`config.mk`:
```
export PLATFORM = sky130hd
export DESIGN_NAME = sn76489_cmd_writer
export DESIGN_NICKNAME = d
export VERILOG_FILES = /design/src/rtl/sn76489_cmd_writer.sv
export SDC_FILE = /design/constraint.sdc
export NUM_CORES = 1
export LEC_CHECK = 0
export BUFFER_PORTS_ARGS = -buffer_cell sky130_fd_sc_hd__buf_2
export CAP_MARGIN = 10
export CORE_MARGIN = 4
export CORE_UTILIZATION = 60
export CTS_BUF_LIST = sky130_fd_sc_hd__clkbuf_4 sky130_fd_sc_hd__clkbuf_8 sky130_fd_sc_hd__clkbuf_16
export CTS_CLUSTER_SIZE = 28
export DETAILED_ROUTE_END_ITERATION = 8
export GPL_ROUTABILITY_DRIVEN = 1
export PLACE_DENSITY = 0.77
export SYNTH_ARGS = -nofsm -noshare
export SYNTH_HDL_FRONTEND = slang
export SYNTH_SLANG_ARGS = --single-unit
```
`constraint.sdc`:
```
create_clock -name clk -period 3.2 [get_ports clk]
set_input_delay 0.16 -clock clk [delete_from_list [all_inputs] [get_ports clk]]
set_output_delay 0.16 -clock clk [all_outputs]
set_load 0.1 [all_outputs]
```
`src/rtl/sn76489_cmd_writer.sv`:
```
// Host-side command writer for an SN76489-compatible PSG: queues register-update
// commands and serialises them into paced latch/data byte writes.
module sn76489_cmd_writer #(
    parameter int FIFO_DEPTH = 4,
    parameter int WRITE_GAP  = 32
) (
    input  logic       clk,
    input  logic       rst_n,
    input  logic       clk_enable,
    input  logic       cmd_valid,
    output logic       cmd_ready,
    input  logic [1:0] cmd_kind,
    input  logic [1:0] cmd_chan,
    input  logic [9:0] cmd_value,
    output logic       cmd_err,
    output logic [7:0] data,
    output logic       we,
    output logic       busy
);

    localparam int AW = (FIFO_DEPTH > 1) ? $clog2(FIFO_DEPTH) : 1;
    localparam int CW = AW + 1;
    localparam int GW = (WRITE_GAP > 0) ? $clog2(WRITE_GAP + 1) : 1;

    localparam logic [1:0] ST_IDLE    = 2'd0;
    localparam logic [1:0] ST_LATCH   = 2'd1;
    localparam logic [1:0] ST_DATA    = 2'd2;

    localparam logic [1:0] KIND_TONE  = 2'b00;
    localparam logic [1:0] KIND_ATTN  = 2'b01;
    localparam logic [1:0] KIND_NOISE = 2'b10;

    localparam logic [GW-1:0] GAP_LOAD  = GW'(WRITE_GAP);
    localparam logic [CW-1:0] FIFO_FULL = CW'(FIFO_DEPTH);

    // First byte of any command: the latch byte carrying the register address.
    function automatic logic [7:0] latch_byte(input logic [1:0] kind,
                                              input logic [1:0] chan,
                                              input logic [9:0] value);
        logic [7:0] b;
        case (kind)
            KIND_TONE:  b = {1'b1, chan, 1'b0, value[3:0]};
            KIND_ATTN:  b = {1'b1, chan, 1'b1, value[3:0]};
            KIND_NOISE: b = {1'b1, 2'b11, 1'b0, 1'b0, value[2:0]};
            default:    b = 8'h00;
        endcase
        return b;
    endfunction

    function automatic logic [7:0] data_byte(input logic [9:0] value);
        return {2'b00, value[9:4]};
    endfunction

    logic [13:0]   fifo_mem_r [FIFO_DEPTH];
    logic [AW-1:0] wr_ptr_r;
    logic [AW-1:0] rd_ptr_r;
    logic [CW-1:0] count_r;
    logic [1:0]    state_r;
    logic [1:0]    state_nxt_s;
    logic [1:0]    work_kind_r;
    logic [1:0]    work_chan_r;
    logic [9:0]    work_value_r;
    logic [9:0]    shadow_r [4];
    logic [GW-1:0] gap_r;
    logic          cmd_err_r;

    logic fifo_full_s;
    logic fifo_empty_s;
    logic accept_s;
    logic invalid_s;
    logic push_s;
    logic pop_s;
    logic fire_s;
    logic need_data_s;
    logic [7:0] data_s;

    assign fifo_full_s  = (count_r == FIFO_FULL);
    assign fifo_empty_s = (count_r == {CW{1'b0}});
    assign invalid_s    = (cmd_kind == 2'b11) || ((cmd_kind == KIND_TONE) && (cmd_chan == 2'd3));
    assign accept_s     = cmd_valid && !fifo_full_s;
    assign push_s       = accept_s && !invalid_s;
    assign pop_s        = (state_r == ST_IDLE) && !fifo_empty_s;
    assign fire_s       = (state_r != ST_IDLE) && clk_enable && (gap_r == {GW{1'b0}});
    assign need_data_s  = (work_kind_r == KIND_TONE) &&
                          (work_value_r[9:4] != shadow_r[work_chan_r][9:4]);

    // FIFO storage; contents need no reset because count gates every read.
    always_ff @(posedge clk) begin
        if (push_s) begin
            fifo_mem_r[wr_ptr_r] <= {cmd_kind, cmd_chan, cmd_value};
        end
    end

    // FIFO pointers and occupancy.
    always_ff @(posedge clk or negedge rst_n) begin
        if (!rst_n) begin
            wr_ptr_r <= {AW{1'b0}};
            rd_ptr_r <= {AW{1'b0}};
            count_r  <= {CW{1'b0}};
        end else begin
            if (push_s) begin
                wr_ptr_r <= wr_ptr_r + AW'(1);
            end
            if (pop_s) begin
                rd_ptr_r <= rd_ptr_r + AW'(1);
            end
            case ({push_s, pop_s})
                2'b10:   count_r <= count_r + CW'(1);
                2'b01:   count_r <= count_r - CW'(1);
                default: count_r <= count_r;
            endcase
        end
    end

    // Next-state logic for the byte serialiser.
    always_comb begin
        state_nxt_s = state_r;
        case (state_r)
            ST_IDLE: begin
                if (!fifo_empty_s) begin
                    state_nxt_s = ST_LATCH;
                end else begin
                    state_nxt_s = ST_IDLE;
                end
            end
            ST_LATCH: begin
                if (fire_s) begin
                    state_nxt_s = need_data_s ? ST_DATA : ST_IDLE;
                end else begin
                    state_nxt_s = ST_LATCH;
                end
            end
            ST_DATA: begin
                if (fire_s) begin
                    state_nxt_s = ST_IDLE;
                end else begin
                    state_nxt_s = ST_DATA;
                end
            end
            default: state_nxt_s = ST_IDLE;
        endcase
    end

    // State, working command and error pulse registers.
    always_ff @(posedge clk or negedge rst_n) begin
        if (!rst_n) begin
            state_r      <= ST_IDLE;
            work_kind_r  <= 2'b00;
            work_chan_r  <= 2'b00;
            work_value_r <= 10'h000;
            cmd_err_r    <= 1'b0;
        end else begin
            state_r   <= state_nxt_s;
            cmd_err_r <= accept_s && invalid_s;
            if (pop_s) begin
                {work_kind_r, work_chan_r, work_value_r} <= fifo_mem_r[rd_ptr_r];
            end
        end
    end

    // Tone-period shadows mirror what the PSG holds, low nibble then high bits.
    always_ff @(posedge clk or negedge rst_n) begin
        if (!rst_n) begin
            for (int i = 0; i < 4; i++) begin
                shadow_r[i] <= 10'h001;
            end
        end else if (fire_s && (work_kind_r == KIND_TONE)) begin
            if (state_r == ST_LATCH) begin
                shadow_r[work_chan_r][3:0] <= work_value_r[3:0];
            end else begin
                shadow_r[work_chan_r][9:4] <= work_value_r[9:4];
            end
        end
    end

    // Inter-write gap: reloaded on each write, counts only on enabled cycles.
    always_ff @(posedge clk or negedge rst_n) begin
        if (!rst_n) begin
            gap_r <= {GW{1'b0}};
        end else if (fire_s) begin
            gap_r <= GAP_LOAD;
        end else if (clk_enable && (gap_r != {GW{1'b0}})) begin
            gap_r <= gap_r - GW'(1);
        end else begin
            gap_r <= gap_r;
        end
    end

    // Byte presented on the PSG bus for the current serialiser state.
    always_comb begin
        data_s = 8'h00;
        case (state_r)
            ST_LATCH: data_s = latch_byte(work_kind_r, work_chan_r, work_value_r);
            ST_DATA:  data_s = data_byte(work_value_r);
            default:  data_s = 8'h00;
        endcase
    end

    assign data      = data_s;
    assign we        = fire_s;
    assign cmd_ready = !fifo_full_s;
    assign cmd_err   = cmd_err_r;
    assign busy      = !fifo_empty_s || (state_r != ST_IDLE);

endmodule
```
After elaboration in Yosys (flattened, before gate mapping)
Memories as Yosys holds them, arrays and structs flattened. A register that Yosys moved wholly into a read port is not among the register bits.
Cells that the tools add are included.
- flip-flop bits (word level): 56
- bits in latches: 0
- RAM bits: 56
- memory bits (read-only): 0
- input bits: 18
- output and inout bits: 12
- word-level logic and storage cells: 77
- memories: 1
- add/subtract/negate cells: 5
- multiply operators: 0
- div/mod/pow operators: 0
- magnitude comparators: 2
- eq/ne operators: 10
- shift-type cells: 0
- mux-type cells: 22
- bitwise gates (word level): 1
- reduce and logical (&&, ||, !) cells: 26
- memories (name ; depth ; bits a word ; rd ports ; clocked after Yosys merged registers in ; wr ports ; line ; text):
    fifo_mem_r ; 4 ; 14 ; 1 ; 1 ; 1 ; 54 ; logic [13:0] fifo_mem_r [FIFO_DEPTH];
- operators by type and width (cell ; count):
    bitwise mux 40 bit ; 2
    demux 10 bit (select 2 bit) ; 2
    two-way mux 40 bit ; 1
    two-way mux 10 bit ; 3
    one-hot mux 8 bit (3 select lines) ; 1
    binary-select mux 10 bit (select 2 bit) ; 1
    one-hot mux 8 bit (2 select lines) ; 1
    two-way mux 6 bit ; 2
    logical AND 1 bit ; 11
    == test 2 bit, second input constant ; 5
    == test 2 x 1 -> 1 bit, second input constant ; 3
    logical NOT 2 bit ; 3
    logical NOT 6 bit ; 1
    two-way mux 2 bit ; 3
    inequality test 6 bit ; 1
    one-hot mux 2 bit (3 select lines) ; 1
    one-hot mux 3 bit (2 select lines) ; 1
    nonzero test 2 bit ; 3
    nonzero test 6 bit ; 1
    subtractor 6 x 1 -> 6 bit, second input constant ; 1
    adder 2 x 1 -> 2 bit, second input constant ; 2
    logical NOT 1 bit ; 4
    two-way mux 4 bit ; 1
    adder 3 x 1 -> 3 bit, second input constant ; 1
    other kinds (8) ; 11

Logic depth before layout (Yosys ltp)
- word-level depth: 9
- depth in mapped cells: 12
- mapped depth without buffers: 11

Worst setup path before layout
OpenSTA, ideal clock, no wires.
- path kind: flip-flop to output port
- start: reg state_r[1]
- end: out data[5]
- arrival time: 4.831 ns
- data required time: 3.040 ns
- path slack: -1.791 ns
- stages on the path, launching flop included: 6
- buffers on the path: 0
- path through: dfrtp_1 inv_1 ha_1 a21boi_1 o21ai_0 a21boi_0
- word-level cells in the longest chain between the ends: 2
- elaborated cells between the ends (all ways): 3
- classes of those cells: 2 x eq/ne; 1 x mux
- RTL lines (what ; line ; text):
    start, declared ; 58 ; logic [1:0] state_r;
    start signal, assigned ; 153 ; state_r <= state_nxt_s;
    == test 2 bit or == test 2 x 1 -> 1 bit (tied branches) ; 192 ; case (state_r)
    one-hot mux 8 bit (2 select lines) (*) ; 192 ;
    end, declared ; 16 ; output logic [7:0] data,
Every way passes the cells marked *; elsewhere a longest branch is shown, timed or not.

Final worst setup path
Same ends and word-level chain as after synthesis.

==> impl_metrics.env <==
export IMPL_status="finished, final reports clean"
export IMPL_r2r_cells=7
export IMPL_whs_path_depth=1
export IMPL_r2r_start="gap_r[0]"
export IMPL_min_period_over_period_pct=77.1
export IMPL_grt_pass1_vias=2620
export IMPL_power_density_nw_per_um2=854
export IMPL_syn_nets=351
export IMPL_synth_adder_area_share_pct=3.30
export IMPL_via_per_inst=5.48
export IMPL_cpPeakStageDelay_ns=0.44
export IMPL_intPower_w=0.00269
export IMPL_flow_area_growth_from_synthesis_pct=12.2
export IMPL_synth_compound_area_share_pct=3.12
export IMPL_post_dp_hpwl_mm=5.67
export IMPL_swShare_pct=41.1
export IMPL_synth_area_leaders="edfxtp_1, dfrtp_1, mux4_2"
export IMPL_grt_overflow=0
export IMPL_hold_end="fifo_mem_r[2][12]"
export IMPL_arrival_ns=2.31
export IMPL_fin_tns_setup_ns=0
export IMPL_via_count=2592
export IMPL_grt_pass1_wl_mm=13.8
export IMPL_synth_top_area_share_pct=35.2
export IMPL_drive_above_1_share_pct=27.8
export IMPL_rsz0062_at_grt="no"
export IMPL_clk_insertion_delay_late_ns=0.38
export IMPL_vdd_drop_max_uv=498
export IMPL_antenna_found_initial=0
export IMPL_fp_dieArea_um2=9450
export IMPL_hp_class="in -> reg"
export IMPL_clock_sinks=110
export IMPL_worst_slew_pin_slew_ns=0.954
export IMPL_num_rows=32
export IMPL_met3_length_um=252
export IMPL_power_frac_comb_pct=34.5
export IMPL_synth_xor_area_share_pct=2.93
export IMPL_synth_top_family_by_area="multiplexers"
export IMPL_crit_top_cell="a21boi_2"
export IMPL_place_congestion=0.841
export IMPL_seq_area_frac_synth_pct=63.5
export IMPL_post_route_drc_count=0
export IMPL_grt_max_degree=33
export IMPL_slowest_stage="dfrtp_1"
export IMPL_first_iter_violations=115
export IMPL_yosys_area_top_type="edfxtp_1"
export IMPL_dr_pass1_iters=4
export IMPL_synth_cell_area_um2=4780
export IMPL_wl_per_cell_um=17.3
export IMPL_power_switching_w=0.00188
export IMPL_seqPwrFrac_pct=47.8
export IMPL_cp_cell_sequence="inv_1 > ha_1 > a21boi_2 > o21ai_0 > a21boi_2 > buf_2"
export IMPL_cts_clk_slew_worst_paths_ns=0.11
export IMPL_synth_edf_count=56
export IMPL_clk_path_buf_depth=2
export IMPL_post_cts_buffers=0
export IMPL_synth_cell_types=39
export IMPL_ant_nets=0
export IMPL_period_minus_slack_ns=2.47
export IMPL_fin_util_pct=69.3
export IMPL_track_usage_pct=18.9
export IMPL_core_um2=7730
export IMPL_die_x_um=97.2
export IMPL_pwr_share_clk_pct=17.7
export IMPL_hold_viol=0
export IMPL_insertedDiodeCount=0
export IMPL_end_kind="primary output"
export IMPL_ys_warn_count=0
export IMPL_fin_skew_ns=0.0153
export IMPL_crit_type="reg -> out"
export IMPL_slew_violations=0
export IMPL_fin_hold_ws_ns=0.0248
export IMPL_synth_seq_cells=110
export IMPL_clock_fmax_mhz=405
export IMPL_critPathRequiredTime_ns=3.04
export IMPL_reg2reg_slack_ns=0.95
export IMPL_netlist_instances=321
export IMPL_cp_max_fo=6
export IMPL_cts_tree="built"
export IMPL_top_layer="met4"
export IMPL_yosys_area_share_simple_pct=9.82
export IMPL_synthMuxAreaShare_pct=15.2
export IMPL_cts_buffers=9
export IMPL_initial_utilization_pct=61.8
export IMPL_maxCapViolCount=0
export IMPL_async_reset_ff_share_pct=49.1
export IMPL_port_buffers=29
export IMPL_ctsResizeCount=0
export IMPL_startpoint_type="flip-flop"
export IMPL_wl_met2_mm=4.16
export IMPL_fin_nets=396
export IMPL_die_h_um=97.2
export IMPL_timing_rr_end="shadow_r[19]"
export IMPL_totalWireLength_mm=8.20
export IMPL_holdCritStartpoint="cmd_kind[0]"
export IMPL_met1Wirelength_mm=3.68
export IMPL_finalSetupViolCount=0
export IMPL_io_pins=30
export IMPL_cts_root_buffer="clkbuf_8"
export IMPL_leakage_nw=2.24
export IMPL_htreeDepth=3
export IMPL_synth_main_ff_cell="edfxtp_1"
export IMPL_relSlewSlack_pct=36.4
export IMPL_syn_area_per_cell_um2=14.9
-- worst max path at each step --
stage	depth (start not counted)	to	slack, ns	startpoint
after floorplan	5	data[5]	0.17	state_r[1]
after global placement	7	shadow_r[16]	1.01	gap_r[0]
after detailed placement	7	shadow_r[19]	0.97	gap_r[0]
after CTS	6	data[5]	0.70	state_r[1]
after global routing	6	data[5]	0.59	state_r[1]
final	6	data[5]	0.73	state_r[1]
-- cell usage in the layout (no fill, tap or decap), types with 9 or more instances in the layout --
cell	count
buf_2	29
clkbuf_8	9
dfrtp_1	54
dlygate4sd3_1	14
edfxtp_1	56
ha_1	11
inv_1	10
mux2_2	25
mux4_2	18
nand2_1	52
xnor2_1	12
-- routing by layer --
metal	track usage (%)	vias to the layer above
met5	0	-
met2	30.9	29
met1	25.2	1313
li1	-	1241
met3	4.95	9
met4	5.75	0
-- per-stage QoR --
step / cell area, µm² / std cells / setup slack, ns / total power [W]
after floorplan: 4790 / 321 / 0.170 / 0.00344
after global placement: 5030 / 443 / 1.01 / 0.00375
after global routing: 5360 / 473 / 0.589 / 0.00485
after detailed placement: 5030 / 443 / 0.965 / 0.00381
after CTS: 5350 / 472 / 0.700 / 0.00462
final: 5360 / 473 / 0.732 / 0.00458
-- cell usage after synthesis, types with 2 or more instances --
master     n
nor2_1     7
xnor2_1   12
mux4_2    18
o21ai_0    6
buf_2      5
mux2_2    25
a31oi_1    2
xor2_1     4
mux2i_1    4
nand2b_1   2
a22oi_1    5
nor2b_1    8
a21boi_0   2
nand3_1    4
dfrtp_1   54
nor3_4     2
nor3b_4    2
inv_1     10
ha_1      11
nand2_1   52
and2_1     4
edfxtp_1  56
clkbuf_1   5
a21oi_1    2
nor3_1     5
-- worst max-delay path: cells and delay by family (launching register included) --
| family | cells | cell delay [ns] |
|---|---|---|
| compound gates | 3 | 0.70 |
| buf+inv | 2 | 0.54 |
| fa+ha+maj | 1 | 0.25 |
| flops | 1 | 0.44 |
-- flip-flops by register name, summed over array words and instances (netlist names) --
register      cells
cmd_err           1
state_r           2
count_r           3
work_chan_r       2
gap_r             6
wr_ptr_r          2
shadow_r         24
rd_ptr_r          2
fifo_mem_r       56
work_kind_r       2
work_value_r     10
-- cell families after synthesis --
logic type,Yosys count
muxes,47
AOI/OAI and AO/OA,22
and+or+nand+nor,91
DFF,110
xor gates and xnor gates,16
buffers and inverters,23
adders and majority gates,12
-- power by group through the flow --
stage | registers [W] | logic [W] | clock network, W
6_report | 0.00219 | 0.00158 | 0.000811
5_1_grt | 0.00224 | 0.00171 | 0.000899
4_1_cts | 0.00219 | 0.00160 | 0.000832
3_5_place_dp | 0.00222 | 0.00159 | 0
3_3_place_gp | 0.00220 | 0.00155 | 0
2_1_floorplan | 0.00198 | 0.00147 | 0
-- cell type report --
type                            count  area (µm²)
Sequential cell                   110        3030
Clock inverter                      6        60.1
Timing Repair Buffer               46         308
Tap cell                          102         128
Multi-Input combinational cell    188        1660
Clock buffer                       10         131
Fill cell                         527        2370
Inverter                           11        41.3
-- what timing repair did --
item / CTS / global route
hold buffers: 13 / 1
hold endpoints to repair: 67 / 4
endpoints found under the setup margin: 0 / 0
Note: power is estimated with default switching activity, not from simulation.
